===== config.mk =====
export PLATFORM = sky130hd
export DESIGN_NAME = sram_1kx1_ctl
export DESIGN_NICKNAME = d
export VERILOG_FILES = /design/src/rtl/sram_1kx1_ctl.sv
export SDC_FILE = /design/constraint.sdc
export NUM_CORES = 1
export LEC_CHECK = 0
export ABC_AREA = 1
export CAP_MARGIN = 5
export CORE_MARGIN = 4
export CORE_UTILIZATION = 38
export DETAILED_ROUTE_END_ITERATION = 8
export GPL_ROUTABILITY_DRIVEN = 0
export MAX_ROUTING_LAYER = met4
export PLACE_DENSITY = 0.77
export SLEW_MARGIN = 20
export SYNTH_ARGS = -nofsm -noshare
export SYNTH_HDL_FRONTEND = slang
export SYNTH_SLANG_ARGS = --single-unit

===== constraint.sdc =====
create_clock -name clk -period 1.3 [get_ports clk]
set_input_delay 0.26 -clock clk [delete_from_list [all_inputs] [get_ports clk]]
set_output_delay 0.26 -clock clk [all_outputs]
set_load 0.05 [all_outputs]

===== src/rtl/sram_1kx1_ctl.sv =====
// Sequencer for a bank of WIDTH 1Kx1 asynchronous SRAMs: turns request/ready
// transfers into registered CE_N/WE_N strobes and zero-fills the bank after reset.
module sram_1kx1_ctl #(
    parameter int WIDTH  = 32,
    parameter int SETUP  = 1,
    parameter int PULSE  = 2,
    parameter int ACCESS = 2,
    parameter int CLEAR  = 1
) (
    input  logic             clk,
    input  logic             reset,
    input  logic             i_req_valid,
    output logic             o_req_ready,
    input  logic             i_req_we,
    input  logic [9:0]       i_req_addr,
    input  logic [WIDTH-1:0] i_req_data,
    output logic             o_rd_valid,
    output logic [WIDTH-1:0] o_rd_data,
    output logic             o_init_done,
    output logic [9:0]       o_ram_a,
    output logic             o_ram_ce_n,
    output logic             o_ram_we_n,
    output logic [WIDTH-1:0] o_ram_di,
    input  logic [WIDTH-1:0] i_ram_do,
    output logic [3:0]       o_dbg_state
);

    localparam int MAXC = (SETUP > PULSE) ? ((SETUP > ACCESS) ? SETUP : ACCESS)
                                          : ((PULSE > ACCESS) ? PULSE : ACCESS);
    localparam int CW = $clog2(MAXC + 1);
    localparam logic [CW-1:0] SETUP_LAST  = CW'(SETUP - 1);
    localparam logic [CW-1:0] PULSE_LAST  = CW'(PULSE - 1);
    localparam logic [CW-1:0] ACCESS_LAST = CW'(ACCESS - 1);

    typedef enum logic [3:0] {
        CLR_SETUP = 4'd0,
        CLR_PULSE = 4'd1,
        CLR_HOLD  = 4'd2,
        IDLE      = 4'd3,
        W_SETUP   = 4'd4,
        W_PULSE   = 4'd5,
        W_HOLD    = 4'd6,
        R_ACCESS  = 4'd7,
        R_DONE    = 4'd8
    } state_t;

    state_t           r_state;
    logic [CW-1:0]    r_cnt;
    logic [9:0]       r_ram_a;
    logic             r_ce_n;
    logic             r_we_n;
    logic [WIDTH-1:0] r_ram_di;
    logic             r_rd_valid;
    logic [WIDTH-1:0] r_rd_data;
    logic             r_init_done;

    state_t           w_state_nxt;
    logic [CW-1:0]    w_cnt_nxt;
    logic [9:0]       w_ram_a_nxt;
    logic             w_ce_n_nxt;
    logic             w_we_n_nxt;
    logic [WIDTH-1:0] w_ram_di_nxt;
    logic             w_rd_valid_nxt;
    logic             w_rd_load;
    logic             w_init_done_nxt;

    // Strobes, address and data all change only at phase boundaries, so the
    // RAM always sees stable address/data around every CE_N/WE_N low window.
    always_comb begin
        w_state_nxt     = r_state;
        w_cnt_nxt       = r_cnt + CW'(1);
        w_ram_a_nxt     = r_ram_a;
        w_ce_n_nxt      = r_ce_n;
        w_we_n_nxt      = r_we_n;
        w_ram_di_nxt    = r_ram_di;
        w_rd_valid_nxt  = 1'b0;
        w_rd_load       = 1'b0;
        w_init_done_nxt = r_init_done;
        case (r_state)
            CLR_SETUP: begin
                if (CLEAR == 0) begin
                    w_state_nxt     = IDLE;
                    w_cnt_nxt       = '0;
                    w_init_done_nxt = 1'b1;
                end else if (r_cnt == SETUP_LAST) begin
                    w_state_nxt = CLR_PULSE;
                    w_cnt_nxt   = '0;
                    w_ce_n_nxt  = 1'b0;
                    w_we_n_nxt  = 1'b0;
                end
            end
            CLR_PULSE: begin
                if (r_cnt == PULSE_LAST) begin
                    w_state_nxt = CLR_HOLD;
                    w_cnt_nxt   = '0;
                    w_ce_n_nxt  = 1'b1;
                    w_we_n_nxt  = 1'b1;
                end
            end
            CLR_HOLD: begin
                w_cnt_nxt   = '0;
                w_ram_a_nxt = r_ram_a + 10'd1;
                if (r_ram_a == 10'd1023) begin
                    w_state_nxt     = IDLE;
                    w_init_done_nxt = 1'b1;
                end else begin
                    w_state_nxt = CLR_SETUP;
                end
            end
            IDLE: begin
                w_cnt_nxt = '0;
                if (i_req_valid) begin
                    w_ram_a_nxt = i_req_addr;
                    if (i_req_we) begin
                        w_ram_di_nxt = i_req_data;
                        w_state_nxt  = W_SETUP;
                    end else begin
                        w_ce_n_nxt  = 1'b0;
                        w_state_nxt = R_ACCESS;
                    end
                end
            end
            W_SETUP: begin
                if (r_cnt == SETUP_LAST) begin
                    w_state_nxt = W_PULSE;
                    w_cnt_nxt   = '0;
                    w_ce_n_nxt  = 1'b0;
                    w_we_n_nxt  = 1'b0;
                end
            end
            W_PULSE: begin
                if (r_cnt == PULSE_LAST) begin
                    w_state_nxt = W_HOLD;
                    w_cnt_nxt   = '0;
                    w_ce_n_nxt  = 1'b1;
                    w_we_n_nxt  = 1'b1;
                end
            end
            W_HOLD: begin
                w_cnt_nxt   = '0;
                w_state_nxt = IDLE;
            end
            R_ACCESS: begin
                // Data is captured on the same edge that releases CE_N.
                if (r_cnt == ACCESS_LAST) begin
                    w_state_nxt    = R_DONE;
                    w_cnt_nxt      = '0;
                    w_ce_n_nxt     = 1'b1;
                    w_rd_load      = 1'b1;
                    w_rd_valid_nxt = 1'b1;
                end
            end
            R_DONE: begin
                w_cnt_nxt   = '0;
                w_state_nxt = IDLE;
            end
            default: begin
                w_cnt_nxt   = '0;
                w_state_nxt = IDLE;
                w_ce_n_nxt  = 1'b1;
                w_we_n_nxt  = 1'b1;
            end
        endcase
    end

    always_ff @(posedge clk) begin
        if (reset) begin
            r_state     <= CLR_SETUP;
            r_cnt       <= '0;
            r_ram_a     <= '0;
            r_ce_n      <= 1'b1;
            r_we_n      <= 1'b1;
            r_ram_di    <= '0;
            r_rd_valid  <= 1'b0;
            r_rd_data   <= '0;
            r_init_done <= 1'b0;
        end else begin
            r_state     <= w_state_nxt;
            r_cnt       <= w_cnt_nxt;
            r_ram_a     <= w_ram_a_nxt;
            r_ce_n      <= w_ce_n_nxt;
            r_we_n      <= w_we_n_nxt;
            r_ram_di    <= w_ram_di_nxt;
            r_rd_valid  <= w_rd_valid_nxt;
            r_init_done <= w_init_done_nxt;
            if (w_rd_load) begin
                r_rd_data <= i_ram_do;
            end
        end
    end

    assign o_req_ready = (r_state == IDLE);
    assign o_rd_valid  = r_rd_valid;
    assign o_rd_data   = r_rd_data;
    assign o_init_done = r_init_done;
    assign o_ram_a     = r_ram_a;
    assign o_ram_ce_n  = r_ce_n;
    assign o_ram_we_n  = r_we_n;
    assign o_ram_di    = r_ram_di;
    assign o_dbg_state = r_state;

endmodule


# == Word level (Yosys, flattened, before mapping) ==
# Cells that the tools add are included.
# word_totals
rom_bits,0
latchBits,0
wordCells,69
ff_bits,84
output_inout_bits,83
mem_count,0
inputBits,78
ramBits,0
# op_classes
n_bitwise,2
n_lt_le_gt_ge,0
shifts,0
n_mul,0
n_div,0
n_addsub,2
mux,22
eq_ne,20
reduce_logical,14
# op_table
cell,count
$pmux 4 s7,1
$mux 4,6
$pmux 10 s2,1
$eq 4x3->1 const B,4
$ne 2x2->1 const B,7
$add 10x1->10 const B,1
$eq 10x10->1 const B,1
$mux 10,1
$eq 4x2->1 const B,2
$mux 2,4
$mux 1,6
$ne 2x1->1 const B,3
$reduce_and 3->1,2
$reduce_and 6->1,1
$reduce_or 3->1,2
$reduce_and 5->1,1
$reduce_or 5->1,1
$eq 4x1->1 const B,1
$eq 4x4->1 const B,1
$logic_not 4->1,1
$pmux 1 s4,1
$pmux 2 s2,1
$reduce_and 2->1,2
$reduce_or 2->1,2
6 further kinds,7

# == Logic depth before layout (Yosys ltp) ==
# depth
ltp_word,4
depth_mapped,10
depth_no_buf,9

# == Worst setup path before layout ==
# No wires, ideal clock.
# synth_timing
kind,reg2reg
from,reg r_state[2] (netlist: o_dbg_state[2])
to,reg r_ce_n (netlist: o_ram_ce_n)
t_required_ns,1.173
slack_ns,-0.494
path_buffers,1
path_stages_with_launch,11
setup_time_ns,0.127
synth_period_minus_slack_ns,1.794
t_arrival_ns,1.666
cell_sequence,dfxtp_1 -> inv_1 -> nand2_4 -> nor2_8 -> buf_6 -> nand2_1 -> nand2_1 -> nor2_2 -> nand2_1 -> nand2_1 -> nand3_1
# synth_between
word_cells_on_any_way,19
cone_classes,eq/ne (12); mux (1); bitwise (1); reduce/logical (5)
# synth_rtl
element,line,rtl
"start, declared",47,state_t r_state;
"start signal, assigned",178,r_state <= w_state_nxt;
$eq 4x2->1 *,--,
named net o_req_ready,13,"output logic o_req_ready,"
$ne 2x2->1 (no line),--,
$reduce_and 5->1 (no line),--,
"end signal, assigned",181,r_ce_n <= w_ce_n_nxt;
"end, declared",50,logic r_ce_n;
# Mark *: on every way through the listed nets, which the timed path passes. The rest lies on a longest branch.
# A chain may end at the register's enable or synchronous reset.

# == Worst setup path in the final report ==
# layout_timing
from,reg r_state[2] (netlist: o_dbg_state[2])
to,reg r_ram_di[22] (netlist: o_ram_di[22])
# layout_between
elab_chain_cells,2
# layout_rtl
element,line,rtl
$eq 4x2->1,79,case (r_state)
$reduce_and 3->1 (no line),--,
"end signal, assigned",183,r_ram_di <= w_ram_di_nxt;
"end, declared",52,logic [WIDTH-1:0] r_ram_di;
# Every way passes these cells.

==> out/metrics.cfg <==
[setup_path]
cp_max_fo = 16
worstSetupPathType = register to register
max_stage_delay_ns = 0.36
required_ns = 1.59
cp-end-kind = register
startpoint_type = register
critPathMostFrequentCell = nor2_8
crit_family = simple AND/OR/NAND/NOR gates
arrival_ns = 1.77
path_buf_inv = 3
crit_path_cell_trace = inv_4, nand2_4, nor2_8, buf_8, nand2_8, nor2_8, clkbuf_16, o21ai_0, nor2_1
slowest_stage = dfxtp_4

[yosys]
syn_inst = 483
netlist_area_um2 = 3590
yosys.area_share.simple_pct = 30.2
ys_types = 29
ys.flop_type = dfxtp_1
ys_seq_area_share_pct = 46.9
yosysWarnings = 0
avgSynthCellArea_um2 = 7.43
synth-seq-cells = 84
synth_edf_count = 0
synth_top_family_by_area = simple AND/OR/NAND/NOR gates
synth-xor-area-share_pct = 0.488
synth.mux.area_fraction_pct = 0
synthAdderAreaFrac_pct = 1.40
synth-compound-area-share_pct = 13.4
synth_nets = 565
async_flop_share_pct = 0

[global_route]
grt_pass1_vias = 3763
grt_first_pass_wirelength_um = 18500
track_usage_pct = 21.0
grt_max_degree = 47
globalRouteOverflowTotal = 0
antenna_found_initial = 0

[power]
clockPowerShare_pct = 24.2
p_comb_share_pct = 41.9
p_int_w = 0.00572
p_sw_share_pct = 34.8
leakagePower_nw = 2.79
switchingPower_w = 0.00304
p_per_area_nw_per_um2 = 1260
ir_drop_mv = 0.663
p_seq_share_pct = 33.9

[clock_network]
cts.htree.levels = 3
cts_hold_buf = 0
clockRootBuffer = clkbuf_8
clock_latency_ns = 0.35
cts_buffers = 9
path_clk_slew_ns = 0.09
cts.path.max_buffers = 2
cts_tree = done
clock_sinks = 84

[layout]
area_growth_pct = 93.4
final_area_um2 = 6940
drive_gt1_share_pct = 31.6
fin_util_pct = 75.4
antenna_cells = 0
final_common_cell = buf_12
final_cell_mix = 88 x buf_12, 78 x nand2_1, 76 x nor2_1, 76 x clkdlybuf4s50_1, 70 x dfxtp_1
final_nets = 755

[job]
max-cap-violations = 0

[place]
placed_area_um2 = 6360
dp_hpwl_um = 8280
portBuffers = 160

[timing]
slew_violations = 0
fin_crit_ns = 1.48
slew-limit-headroom_pct = 63.9
final.period_utilization_pct = 114
max_freq_mhz = 677
rsz0062_at_grt = true
clock_skew_ns = 0.0121
setup_slack_ns = -0.176
setup_violations = 83
hold_violations = 0
worst_pin_slew_ns = 0.541

[floorplanning]
die-area_um2 = 11100
row_count = 35
die_y_um = 105
core_um2 = 9200
boundaryPins = 161
die_w_um = 105
start_util_pct = 39.0

[drt]
post_drt_wl_per_cell_um = 15.6
drt-total-wl_um = 12300
drt_iter0_drc = 201
drt_pass1_iterations = 4
viasPerCell = 5.03
drc_errors = 0
dr_total_vias = 3964
ant_nets = 0

[worst_hold_path]
worstHoldPathType = input pin to register

[outcome]
status = complete, but fails checks
violations = setup timing

==> metal layers <==
metal	wire, um	up-vias	part of all wire, %	GRT usage (%)
met5	0	-	0	-
met4	462	0	3.8	9.84
met2	6350	135	52	34.6
li1	-	1957	-	-
met1	4900	1831	40	24.5
met3	606	41	4.9	4.39
==> power by group through the flow <==
stage	clock network [W]	registers (W)	logic (W)
after detailed placement	0	0.00305	0.00303
after global placement	0	0.00304	0.00297
after CTS	0.00217	0.00295	0.00328
after floorplan	0	0.00348	0.00111
final	0.00212	0.00297	0.00367
after global routing	0.00229	0.00299	0.00390
==> worst paths after layout <==
| kind | start | end | slack (ns) | cells past startpoint |
|---|---|---|---|---|
| worst max-delay path | o_dbg_state[2] | o_ram_di[22] | -0.18 | 9 |
| worst min-delay path | reset | o_ram_di[1] | 0.27 | 4 |
| worst max register to register | o_dbg_state[2] | o_ram_di[22] | -0.18 | 9 |
| worst min register to register | o_rd_data[31] | o_rd_data[31] | 0.50 | 2 |
==> layout make-up <==
cell class	count	area, um^2
timing repair buffer	207	2940
fill	600	2260
multi-input combinational	344	1800
sequential	84	1710
clock buffer	12	156
tap	111	139
inverter	27	116
clock inverter	3	68.8
==> cells by family after synthesis <==
family | after synthesis
AND/OR/NAND/NOR | 246
XOR/XNOR | 2
adder cells (fa/ha/maj) | 4
buffers and inverters | 55
AO/OA/AOI/OAI | 92
flip-flops | 84
==> tightest hold or removal path: cells and delay by family <==
family,cells,cell delay (ns)
AO/OA/AOI/OAI,1,0.08
AND/OR/NAND/NOR,1,0.04
buffers and inverters,2,0.20
==> sequential cells by signal, summed over array words and instances (netlist names), 2 cells and up <==
signal and count:
o_dbg_state 4, o_ram_a 10, o_ram_di 32, o_rd_data 32, r_cnt 2
==> stage by stage <==
step	total power [W]	std cells	setup WS [ns]	TNS, ns	hold WS, ns
CTS	0.00841	781	-0.142	-5.51	0.268
global placement	0.00600	757	-0.218	-8.03	0.484
global route	0.00918	788	-0.244	-17.11	0.313
detailed placement	0.00608	757	-0.263	-9.14	0.489
finish	0.00876	788	-0.176	-10.14	0.271
floorplan	0.00459	483	-0.0677	-2.44	0.388
==> cells in the mapped netlist, types with 2 or more instances <==
cell type / count / area share [%]
buf_1: 2 / 0.21
a21oi_1: 45 / 6.3
buf_4: 2 / 0.42
nand2_1: 85 / 8.9
buf_6: 7 / 2.2
inv_1: 24 / 2.5
o21ai_1: 10 / 1.4
nor2_2: 12 / 2.1
nor2_1: 87 / 9.1
buf_2: 6 / 0.84
nand2_4: 2 / 0.63
o21ai_0: 31 / 4.3
nand3_1: 51 / 7.1
ha_1: 4 / 1.4
clkbuf_1: 11 / 1.2
inv_2: 2 / 0.21
dfxtp_1: 84 / 47
nand4_1: 6 / 1.0
nor2_8: 2 / 1.1
==> timing repair <==
| item | CTS | global route |
|---|---|---|
| pin swaps | 4 | 16 |
| gates resized for setup | 14 | 60 |
| buffers inserted | 9 | 5 |
| cloned | 0 | 2 |
| endpoints found under the setup margin | 55 | 89 |
Power figures use the tool's default switching activity.
